==> config.mk <==
export PLATFORM = sky130hd
export DESIGN_NAME = nasti_fifo_buf
export DESIGN_NICKNAME = d
export VERILOG_FILES = /design/src/rtl/nasti_fifo_buf.sv
export SDC_FILE = /design/constraint.sdc
export NUM_CORES = 1
export LEC_CHECK = 0
export CORE_ASPECT_RATIO = 0.9
export CORE_MARGIN = 3
export CORE_UTILIZATION = 49
export CTS_BUF_LIST = sky130_fd_sc_hd__clkbuf_2
export CTS_CLUSTER_SIZE = 24
export DETAILED_ROUTE_END_ITERATION = 8
export GPL_ROUTABILITY_DRIVEN = 1
export MAX_ROUTING_LAYER = met4
export PLACE_DENSITY = 0.92
export SLEW_MARGIN = 40
export SYNTH_ARGS = -nofsm -noshare
export SYNTH_HDL_FRONTEND = slang
export SYNTH_SLANG_ARGS = --single-unit
==> constraint.sdc <==
create_clock -name clk -period 3.54 [get_ports clk]
set_input_delay 0.708 -clock clk [delete_from_list [all_inputs] [get_ports clk]]
set_output_delay 0.708 -clock clk [all_outputs]
set_load 0.02 [all_outputs]
==> src/rtl/nasti_fifo_buf.sv <==
// Per-channel FIFO buffering between a NASTI (AXI4) slave port s and master port m.
// Each channel has its own depth (0 = wire-through); stall blocks new AW/AR while the buffers drain.

module nasti_fifo_buf_chan #(
  parameter int W  = 8,
  parameter int D  = 2,
  parameter int LW = 2
) (
  input  logic          clk,
  input  logic          rstn,
  input  logic          in_valid,
  output logic          in_ready,
  input  logic [W-1:0]  in_data,
  output logic          out_valid,
  input  logic          out_ready,
  output logic [W-1:0]  out_data,
  output logic [LW-1:0] level,
  output logic          empty
);

  if (D == 0) begin : g_bypass
    logic unused_bypass;
    assign unused_bypass = ^{clk, rstn};
    assign out_valid     = in_valid;
    assign in_ready      = out_ready;
    assign out_data      = in_data;
    assign level         = '0;
    assign empty         = 1'b1;
  end else begin : g_fifo
    localparam int PW = (D > 1) ? $clog2(D) : 1;

    logic [W-1:0]  mem_q [D];
    logic [PW-1:0] wp_q, wp_d;
    logic [PW-1:0] rp_q, rp_d;
    logic [LW-1:0] cnt_q, cnt_d;
    logic          push, pop;

    // in_ready looks only at the count, so a full FIFO cannot refill in its pop cycle.
    assign in_ready  = (cnt_q != LW'(D));
    assign out_valid = (cnt_q != '0);
    assign push      = in_valid && in_ready;
    assign pop       = out_valid && out_ready;

    always_comb begin
      wp_d  = wp_q;
      rp_d  = rp_q;
      cnt_d = cnt_q;
      if (push) wp_d = (wp_q == PW'(D - 1)) ? '0 : wp_q + PW'(1);
      if (pop)  rp_d = (rp_q == PW'(D - 1)) ? '0 : rp_q + PW'(1);
      if (push && !pop)      cnt_d = cnt_q + LW'(1);
      else if (pop && !push) cnt_d = cnt_q - LW'(1);
    end

    always_ff @(posedge clk or negedge rstn) begin
      if (!rstn) begin
        wp_q  <= '0;
        rp_q  <= '0;
        cnt_q <= '0;
      end else begin
        wp_q  <= wp_d;
        rp_q  <= rp_d;
        cnt_q <= cnt_d;
      end
    end

    // Payload storage is deliberately unreset; the count alone decides what is visible.
    always_ff @(posedge clk) begin
      if (push) mem_q[wp_q] <= in_data;
    end

    assign out_data = mem_q[rp_q];
    assign level    = cnt_q;
    assign empty    = (cnt_q == '0);
  end

endmodule

module nasti_fifo_buf #(
  parameter int AW_DEPTH   = 2,
  parameter int AR_DEPTH   = 2,
  parameter int W_DEPTH    = 2,
  parameter int B_DEPTH    = 2,
  parameter int R_DEPTH    = 2,
  parameter int ID_WIDTH   = 1,
  parameter int ADDR_WIDTH = 8,
  parameter int DATA_WIDTH = 8,
  parameter int USER_WIDTH = 1
) (
  input  logic                    clk,
  input  logic                    rstn,
  // slave port s: AW
  input  logic                    s_aw_valid,
  output logic                    s_aw_ready,
  input  logic [ID_WIDTH-1:0]     s_aw_id,
  input  logic [ADDR_WIDTH-1:0]   s_aw_addr,
  input  logic [7:0]              s_aw_len,
  input  logic [2:0]              s_aw_size,
  input  logic [1:0]              s_aw_burst,
  input  logic                    s_aw_lock,
  input  logic [3:0]              s_aw_cache,
  input  logic [2:0]              s_aw_prot,
  input  logic [3:0]              s_aw_qos,
  input  logic [3:0]              s_aw_region,
  input  logic [USER_WIDTH-1:0]   s_aw_user,
  // slave port s: AR
  input  logic                    s_ar_valid,
  output logic                    s_ar_ready,
  input  logic [ID_WIDTH-1:0]     s_ar_id,
  input  logic [ADDR_WIDTH-1:0]   s_ar_addr,
  input  logic [7:0]              s_ar_len,
  input  logic [2:0]              s_ar_size,
  input  logic [1:0]              s_ar_burst,
  input  logic                    s_ar_lock,
  input  logic [3:0]              s_ar_cache,
  input  logic [2:0]              s_ar_prot,
  input  logic [3:0]              s_ar_qos,
  input  logic [3:0]              s_ar_region,
  input  logic [USER_WIDTH-1:0]   s_ar_user,
  // slave port s: W
  input  logic                    s_w_valid,
  output logic                    s_w_ready,
  input  logic [DATA_WIDTH-1:0]   s_w_data,
  input  logic [DATA_WIDTH/8-1:0] s_w_strb,
  input  logic                    s_w_last,
  input  logic [USER_WIDTH-1:0]   s_w_user,
  // slave port s: B
  output logic                    s_b_valid,
  input  logic                    s_b_ready,
  output logic [ID_WIDTH-1:0]     s_b_id,
  output logic [1:0]              s_b_resp,
  output logic [USER_WIDTH-1:0]   s_b_user,
  // slave port s: R
  output logic                    s_r_valid,
  input  logic                    s_r_ready,
  output logic [ID_WIDTH-1:0]     s_r_id,
  output logic [DATA_WIDTH-1:0]   s_r_data,
  output logic [1:0]              s_r_resp,
  output logic                    s_r_last,
  output logic [USER_WIDTH-1:0]   s_r_user,
  // master port m: AW
  output logic                    m_aw_valid,
  input  logic                    m_aw_ready,
  output logic [ID_WIDTH-1:0]     m_aw_id,
  output logic [ADDR_WIDTH-1:0]   m_aw_addr,
  output logic [7:0]              m_aw_len,
  output logic [2:0]              m_aw_size,
  output logic [1:0]              m_aw_burst,
  output logic                    m_aw_lock,
  output logic [3:0]              m_aw_cache,
  output logic [2:0]              m_aw_prot,
  output logic [3:0]              m_aw_qos,
  output logic [3:0]              m_aw_region,
  output logic [USER_WIDTH-1:0]   m_aw_user,
  // master port m: AR
  output logic                    m_ar_valid,
  input  logic                    m_ar_ready,
  output logic [ID_WIDTH-1:0]     m_ar_id,
  output logic [ADDR_WIDTH-1:0]   m_ar_addr,
  output logic [7:0]              m_ar_len,
  output logic [2:0]              m_ar_size,
  output logic [1:0]              m_ar_burst,
  output logic                    m_ar_lock,
  output logic [3:0]              m_ar_cache,
  output logic [2:0]              m_ar_prot,
  output logic [3:0]              m_ar_qos,
  output logic [3:0]              m_ar_region,
  output logic [USER_WIDTH-1:0]   m_ar_user,
  // master port m: W
  output logic                    m_w_valid,
  input  logic                    m_w_ready,
  output logic [DATA_WIDTH-1:0]   m_w_data,
  output logic [DATA_WIDTH/8-1:0] m_w_strb,
  output logic                    m_w_last,
  output logic [USER_WIDTH-1:0]   m_w_user,
  // master port m: B
  input  logic                    m_b_valid,
  output logic                    m_b_ready,
  input  logic [ID_WIDTH-1:0]     m_b_id,
  input  logic [1:0]              m_b_resp,
  input  logic [USER_WIDTH-1:0]   m_b_user,
  // master port m: R
  input  logic                    m_r_valid,
  output logic                    m_r_ready,
  input  logic [ID_WIDTH-1:0]     m_r_id,
  input  logic [DATA_WIDTH-1:0]   m_r_data,
  input  logic [1:0]              m_r_resp,
  input  logic                    m_r_last,
  input  logic [USER_WIDTH-1:0]   m_r_user,
  // control and status
  input  logic                    stall,
  output logic                    idle,
  output logic [((AW_DEPTH == 0) ? 1 : $clog2(AW_DEPTH + 1))-1:0] aw_level,
  output logic [((AR_DEPTH == 0) ? 1 : $clog2(AR_DEPTH + 1))-1:0] ar_level,
  output logic [((W_DEPTH  == 0) ? 1 : $clog2(W_DEPTH  + 1))-1:0] w_level,
  output logic [((B_DEPTH  == 0) ? 1 : $clog2(B_DEPTH  + 1))-1:0] b_level,
  output logic [((R_DEPTH  == 0) ? 1 : $clog2(R_DEPTH  + 1))-1:0] r_level
);

  localparam int STRB_W = DATA_WIDTH / 8;
  localparam int AX_W   = ID_WIDTH + ADDR_WIDTH + USER_WIDTH + 29;
  localparam int WB_W   = DATA_WIDTH + STRB_W + 1 + USER_WIDTH;
  localparam int BB_W   = ID_WIDTH + 2 + USER_WIDTH;
  localparam int RB_W   = ID_WIDTH + DATA_WIDTH + 3 + USER_WIDTH;
  localparam int AW_LW  = (AW_DEPTH == 0) ? 1 : $clog2(AW_DEPTH + 1);
  localparam int AR_LW  = (AR_DEPTH == 0) ? 1 : $clog2(AR_DEPTH + 1);
  localparam int W_LW   = (W_DEPTH  == 0) ? 1 : $clog2(W_DEPTH  + 1);
  localparam int B_LW   = (B_DEPTH  == 0) ? 1 : $clog2(B_DEPTH  + 1);
  localparam int R_LW   = (R_DEPTH  == 0) ? 1 : $clog2(R_DEPTH  + 1);

  logic [AX_W-1:0] aw_in, aw_out, ar_in, ar_out;
  logic [WB_W-1:0] w_in, w_out;
  logic [BB_W-1:0] b_in, b_out;
  logic [RB_W-1:0] r_in, r_out;
  logic            aw_in_valid, aw_in_ready, ar_in_valid, ar_in_ready;
  logic            aw_empty, ar_empty, w_empty, b_empty, r_empty;

  assign aw_in = {s_aw_id, s_aw_addr, s_aw_len, s_aw_size, s_aw_burst, s_aw_lock,
                  s_aw_cache, s_aw_prot, s_aw_qos, s_aw_region, s_aw_user};
  assign {m_aw_id, m_aw_addr, m_aw_len, m_aw_size, m_aw_burst, m_aw_lock,
          m_aw_cache, m_aw_prot, m_aw_qos, m_aw_region, m_aw_user} = aw_out;
  assign ar_in = {s_ar_id, s_ar_addr, s_ar_len, s_ar_size, s_ar_burst, s_ar_lock,
                  s_ar_cache, s_ar_prot, s_ar_qos, s_ar_region, s_ar_user};
  assign {m_ar_id, m_ar_addr, m_ar_len, m_ar_size, m_ar_burst, m_ar_lock,
          m_ar_cache, m_ar_prot, m_ar_qos, m_ar_region, m_ar_user} = ar_out;
  assign w_in = {s_w_data, s_w_strb, s_w_last, s_w_user};
  assign {m_w_data, m_w_strb, m_w_last, m_w_user} = w_out;
  assign b_in = {m_b_id, m_b_resp, m_b_user};
  assign {s_b_id, s_b_resp, s_b_user} = b_out;
  assign r_in = {m_r_id, m_r_data, m_r_resp, m_r_last, m_r_user};
  assign {s_r_id, s_r_data, s_r_resp, s_r_last, s_r_user} = r_out;

  // Gating both valid and ready on the s side also keeps a bypassed AW/AR from leaking to m.
  assign aw_in_valid = s_aw_valid && !stall;
  assign s_aw_ready  = aw_in_ready && !stall;
  assign ar_in_valid = s_ar_valid && !stall;
  assign s_ar_ready  = ar_in_ready && !stall;

  nasti_fifo_buf_chan #(.W(AX_W), .D(AW_DEPTH), .LW(AW_LW)) u_aw (
    .clk(clk), .rstn(rstn),
    .in_valid(aw_in_valid), .in_ready(aw_in_ready), .in_data(aw_in),
    .out_valid(m_aw_valid), .out_ready(m_aw_ready), .out_data(aw_out),
    .level(aw_level), .empty(aw_empty)
  );

  nasti_fifo_buf_chan #(.W(AX_W), .D(AR_DEPTH), .LW(AR_LW)) u_ar (
    .clk(clk), .rstn(rstn),
    .in_valid(ar_in_valid), .in_ready(ar_in_ready), .in_data(ar_in),
    .out_valid(m_ar_valid), .out_ready(m_ar_ready), .out_data(ar_out),
    .level(ar_level), .empty(ar_empty)
  );

  nasti_fifo_buf_chan #(.W(WB_W), .D(W_DEPTH), .LW(W_LW)) u_w (
    .clk(clk), .rstn(rstn),
    .in_valid(s_w_valid), .in_ready(s_w_ready), .in_data(w_in),
    .out_valid(m_w_valid), .out_ready(m_w_ready), .out_data(w_out),
    .level(w_level), .empty(w_empty)
  );

  nasti_fifo_buf_chan #(.W(BB_W), .D(B_DEPTH), .LW(B_LW)) u_b (
    .clk(clk), .rstn(rstn),
    .in_valid(m_b_valid), .in_ready(m_b_ready), .in_data(b_in),
    .out_valid(s_b_valid), .out_ready(s_b_ready), .out_data(b_out),
    .level(b_level), .empty(b_empty)
  );

  nasti_fifo_buf_chan #(.W(RB_W), .D(R_DEPTH), .LW(R_LW)) u_r (
    .clk(clk), .rstn(rstn),
    .in_valid(m_r_valid), .in_ready(m_r_ready), .in_data(r_in),
    .out_valid(s_r_valid), .out_ready(s_r_ready), .out_data(r_out),
    .level(r_level), .empty(r_empty)
  );

  // Bypassed channels report empty permanently, so they never hold idle low.
  assign idle = aw_empty && ar_empty && w_empty && b_empty && r_empty;

endmodule

* Yosys cells after proc, flatten, opt, wreduce, memory -nomap -nowiden *
Memory sizes are Yosys's and may differ from the RTL's.
Index checks and enable logic that the tools add are counted.

word-level totals
  input bits = 119
  register bits after elaboration = 20
  memories = 5
  bits in writable memories = 212

cells by class
  eq/ne operators = 5
  reductions and logical operators = 54
  add/subtract/negate cells = 20
  muxes and demuxes = 30

memory list
  name               depth  bits a word  rd ports  clocked after memory_dff  write ports  RTL line  RTL
  u_ar.g_fifo.mem_q  2      39           1         0                         1            32        logic [W-1:0] mem_q [D];
  u_aw.g_fifo.mem_q  2      39           1         0                         1            32
  u_r.g_fifo.mem_q   2      13           1         0                         1            32
  u_w.g_fifo.mem_q   2      11           1         0                         1            32
  u_b.g_fifo.mem_q   2      4            1         0                         1            32

operator list
  kind                                              count
  logical AND 1 bit                                 28
  2-to-1 mux 1 bit                                  20
  2-to-1 mux 2 bit                                  10
  nonzero test 2 bit                                10
  logical NOT 1 bit                                 11
  adder 1 bit, second input constant                10
  adder 2 x 1 -> 2 bit, second input constant       5
  logical NOT 2 bit                                 5
  != test 2 bit, second input constant              5
  subtractor 2 x 1 -> 2 bit, second input constant  5

* Longest topological paths before layout *
  depth after elaboration = 7
  mapped depth = 7

* Modules after synthesis *
A second synthesis with hierarchy kept.

second synthesis, totals
  cells, all modules = 430
  area, all modules = 8785.9 µm²

modules (own cells, without submodules)
  module                          cells an instance  times used  area each (µm²)  seq. area each (µm²)
  nasti_fifo_buf_chan (u_ar ...)  140                2           3041.7           2442.3
  nasti_fifo_buf_chan (u_r)       59                 1           1153.6           880.8
  nasti_fifo_buf_chan (u_w)       53                 1           1011.0           760.7
  nasti_fifo_buf_chan (u_b)       31                 1           500.5            340.3
  nasti_fifo_buf                  7                  1           37.5             0.0

* Worst setup path before layout *
Ideal clock, no wire load.

  kind = input -> register
  from = input stall
  to = memory u_ar.g_fifo.mem_q[0][0] in the netlist's numbering, enable pin
  arrival = 2.613 ns
  setup time = 0.435 ns
  cell stages on the path = 3
  slack = 0.492 ns
  required time = 3.105 ns
  path through = inv_1 > o211ai_1 > nor2_1

between the ends
  word-level cells in the longest chain between the ends = 5

ends and longest elaborated chain
  item                                    RTL line  RTL
  start, declared                         190       input logic stall,
  logical NOT 1 bit                       235       assign ar_in_valid = s_ar_valid && !stall;
  logical AND 1 bit                       235
  logical AND 1 bit                       41        assign push = in_valid && in_ready;
  2-to-1 mux 1 bit                        68        if (push) mem_q[wp_q] <= in_data;
  2-to-1 mux 1 bit (not written as such)  68
  end, declared                           32

No other way between the ends.

* Worst setup path after layout *
  from = register u_aw.g_fifo.cnt_q[0], in the netlist u_aw.level[0]
  to = output idle

between the ends
  word-level cells in the longest chain between the ends = 5

ends and longest elaborated chain
  item                            RTL line  RTL
  start, declared                 35        logic [LW-1:0] cnt_q, cnt_d;
  start signal, assigned          62        cnt_q <= cnt_d;
  logical NOT 2 bit               73        assign empty = (cnt_q == '0);
  logical AND 1 bit (4 in a row)  274       assign idle = aw_empty && ar_empty && w_empty && b_empty && r_empty;
  end, declared                   191       output logic idle,

No other way between the ends.

==> summary.txt <==
Timing
  – Tmin final: 3.27 ns
  – Final WS setup: 0.265 ns
  – Final Slew Violations: 0
  – Worst slew pin tran: 0.637 ns
  – RSZ-0062 raised after global routing: false
  – Slew Limit Headroom: 57.5%
  – Final Hold Vio Count: 0
  – # setup viols final: 0
  – Worst Skew: roughly 0.043 ns
  – Setup TNS: 0 ns
  – Final cycle utilization of the critical path: 92.5%
  – Final hold slack: between 0.4 and 0.5 ns
  – Fmax: approximately 0.31 GHz

Clock network
  – CTS Buffer Depth: 3
  – Clk pin slew, worst setup/hold paths: 0.11 ns
  – Depth of the CTS H-tree: 2
  – Num CTS Buffers: 53
  – Postcts setup bufs: 0
  – CTS root buf: clkbuf_2
  – Clk_lat worst skew: 0.76 ns
  – Clk sink count: 232
  – TritonCTS clock tree: built
  – Post-CTS Resized: 0

Detailed routing
  – Post-DRT Antenna Nets: 0
  – Residual DRC: 0
  – Final wirelength: 19.3 mm
  – Via density: 4.95
  – Routed WL per cell: 19.3 µm
  – 1st-iter DRT viols: 248
  – DRT Pass-1 Iters: 4
  – Via count: between 4000 and 5000

Floorplan
  – Die width: 146 µm
  – Num rows: 45
  – Die area: 19200 µm²
  – Core area: 17100 µm²
  – Die H: around 130 µm
  – Io pins: 246
  – Starting Density: 50.6%

Synthesis
  – Post-synth top cells: edfxtp_1, mux2_2, dfrtp_1
  – #FFs+latches synth: roughly 230
  – Top post-synthesis cells by area: edfxtp_1, mux2_2, dfrtp_1
  – Syn Inst Count: 423
  – Synth top area share: between 70% and 80%
  – Post-synth top area cell: edfxtp_1
  – Cell variety after synth: 19
  – Sequential area share after synthesis: 79.6%
  – Post-synth design cell area: 8620 µm²
  – Number of enable flip-flop cells after synthesis: 212
  – Synthesis Warnings: 0
  – FFs w/ async S/R, synth: 8.62%
  – Post-Syn Area per Cell: 20.4 µm²
  – Cell with the most instances after synthesis: edfxtp_1
  – Syn_nets: about 550
  – Primary FF master, synth: edfxtp_1

Critical path
  – CP top delay family: buffers and inverters
  – Setup crit start kind: flip-flop
  – Worst Setup End Kind: primary output
  – Worst path slowest cell: clkdlybuf4s50_1
  – Critical Path Fanout Max: 6
  – Critical path class: reg -> out
  – CP required: 2.83 ns
  – CP arrival: 2.57 ns
  – Max incr delay on CP: 0.67 ns
  – Buf+Inv Stages, Crit Path: 1
  – Cell Chain, Critical Path: or2_2, nor4_2, clkdlybuf4s50_1
  – Reg-to-reg slack, setup: approximately 1.6 ns

Placed design
  – Post-DP HPWL: 13.5 mm
  – DP Area: between 10000 and 15000 µm²
  – GP Congestion: 0.774
  – Placed Cells: around 900
  – Pre-CTS setup slack: 0.656 ns
  – Port Buffers: 245

Layout
  – Layout area overhead: 38.4%
  – Register area: 6870 µm²
  – Fin util: 69.9%
  – Fill cell count: roughly 1100
  – Area of the multi-input gates: 1700 µm²
  – Post-route cell area: 11900 µm²
  – Layout cells sized above 1: 27.3%
  – Layout Nets: 846
  – Final Non-Filler Cells: 1003

Pwr
  – Leakage: 4.26 nW
  – Pwr/cell area: 771 nW/µm²
  – Total power: 9.20 mW
  – VDD IR-drop max: around 0.00047 V

Global routing
  – Grt ovf: 0
  – Largest net degree at the start of global routing: 41
  – Total GRT Usage: 20.5%
  – Vias in the first global route: ~5500
  – First-pass GRT wire length: approximately 30 mm
  – Initial antenna violation count: 1

Job
  – MaxCap Viol Count: 0

Hold path
  – Hold Crit Class: in -> async

Outcome
  – Status: complete, no violations
-- cells in the final DEF (no fill, tap or decap), drive strengths merged --
cell type / n
ha: 5
nand2b: 3
xor2: 8
o21a: 2
clkbuf: 80
o211ai: 2
xnor2: 17
bufinv: 2
nor2: 10
dlygate4sd3: 1
mux2: 106
or2: 6
clkinv: 15
diode: 3
clkdlybuf4s50: 244
and3: 5
dfrtp: 20
nand2: 8
buf: 9
inv: 9
edfxtp: 212
nor4: 1
-- routing by layer --
metal / vias up / global-route usage [%] / part of all wire (%)
met4: 0 / 6.91 / 1.5
met2: 266 / 32.7 / 49
met5: - / - / 0
met1: 2393 / 25.1 / 41
li1: 2273 / - / -
met3: 30 / 6.53 / 9.0
-- repair_timing --
action / 4_1_cts / 5_1_grt
hold endpoints to repair: 20 / 0
hold buffers: 1 / 0
endpoints found under the setup margin: 0 / 0
-- registers in the layout, indices dropped and copies added, names as in the netlist, 2 cells and up --
name	cells
u_ar.g_fifo.mem_q	78
u_aw.g_fifo.mem_q	78
u_r.g_fifo.mem_q	26
u_w.g_fifo.mem_q	22
u_b.g_fifo.mem_q	8
u_ar.level	2
u_aw.level	2
u_b.level	2
u_r.level	2
u_w.level	2
-- final timing paths --
kind / startpoint / to / depth (start not counted)
worst max-delay path: u_aw.level[0] / idle / 3
worst min-delay path: rstn / u_r.level[1] / 2
worst max register to register: u_aw.level[1] / u_aw.g_fifo.mem_q[1][2] / 4
worst min register to register: u_ar.g_fifo.rp_q / u_ar.g_fifo.rp_q / 1
max in group asynchronous: rstn / u_ar.level[1] / 2
min in group clk: u_ar.g_fifo.rp_q / u_ar.g_fifo.rp_q / 1
-- layout make-up --
class,count,share of cell area (%)
sequential,232,57.5
inverter,8,0.252
antenna,3,0.0629
timing repair buffer,254,21.1
clock buffer,80,3.36
multi-input combinational,173,14.2
tap,235,2.46
clock inverter,18,1.02
-- report_power, final --
| part | internal [mW] | switching [mW] | total (mW) |
|---|---|---|---|
| registers | 3.54 | 0.272 | 3.81 |
| clock network | 0.748 | 0.990 | 1.74 |
| logic | 1.82 | 1.83 | 3.65 |
-- cell families after synthesis --
group / after synthesis / synth area share (%)
adder cells (fa/ha/maj): 5 / 0.725
multiplexers: 106 / 13.8
XOR/XNOR: 25 / 2.54
buffers and inverters: 18 / 0.958
flip-flops: 232 / 79.6
AO/OA/AOI/OAI: 4 / 0.348
AND/OR/NAND/NOR: 33 / 1.97
-- worst reg2reg max path, stage by stage (launching register included) --
cell	delay [ns]
dfrtp_1	0.42
inv_1	0.12
o21a_1	0.18
and3_2	0.63
buf_4	0.29
No activity file was read; power rests on OpenSTA's default activity.
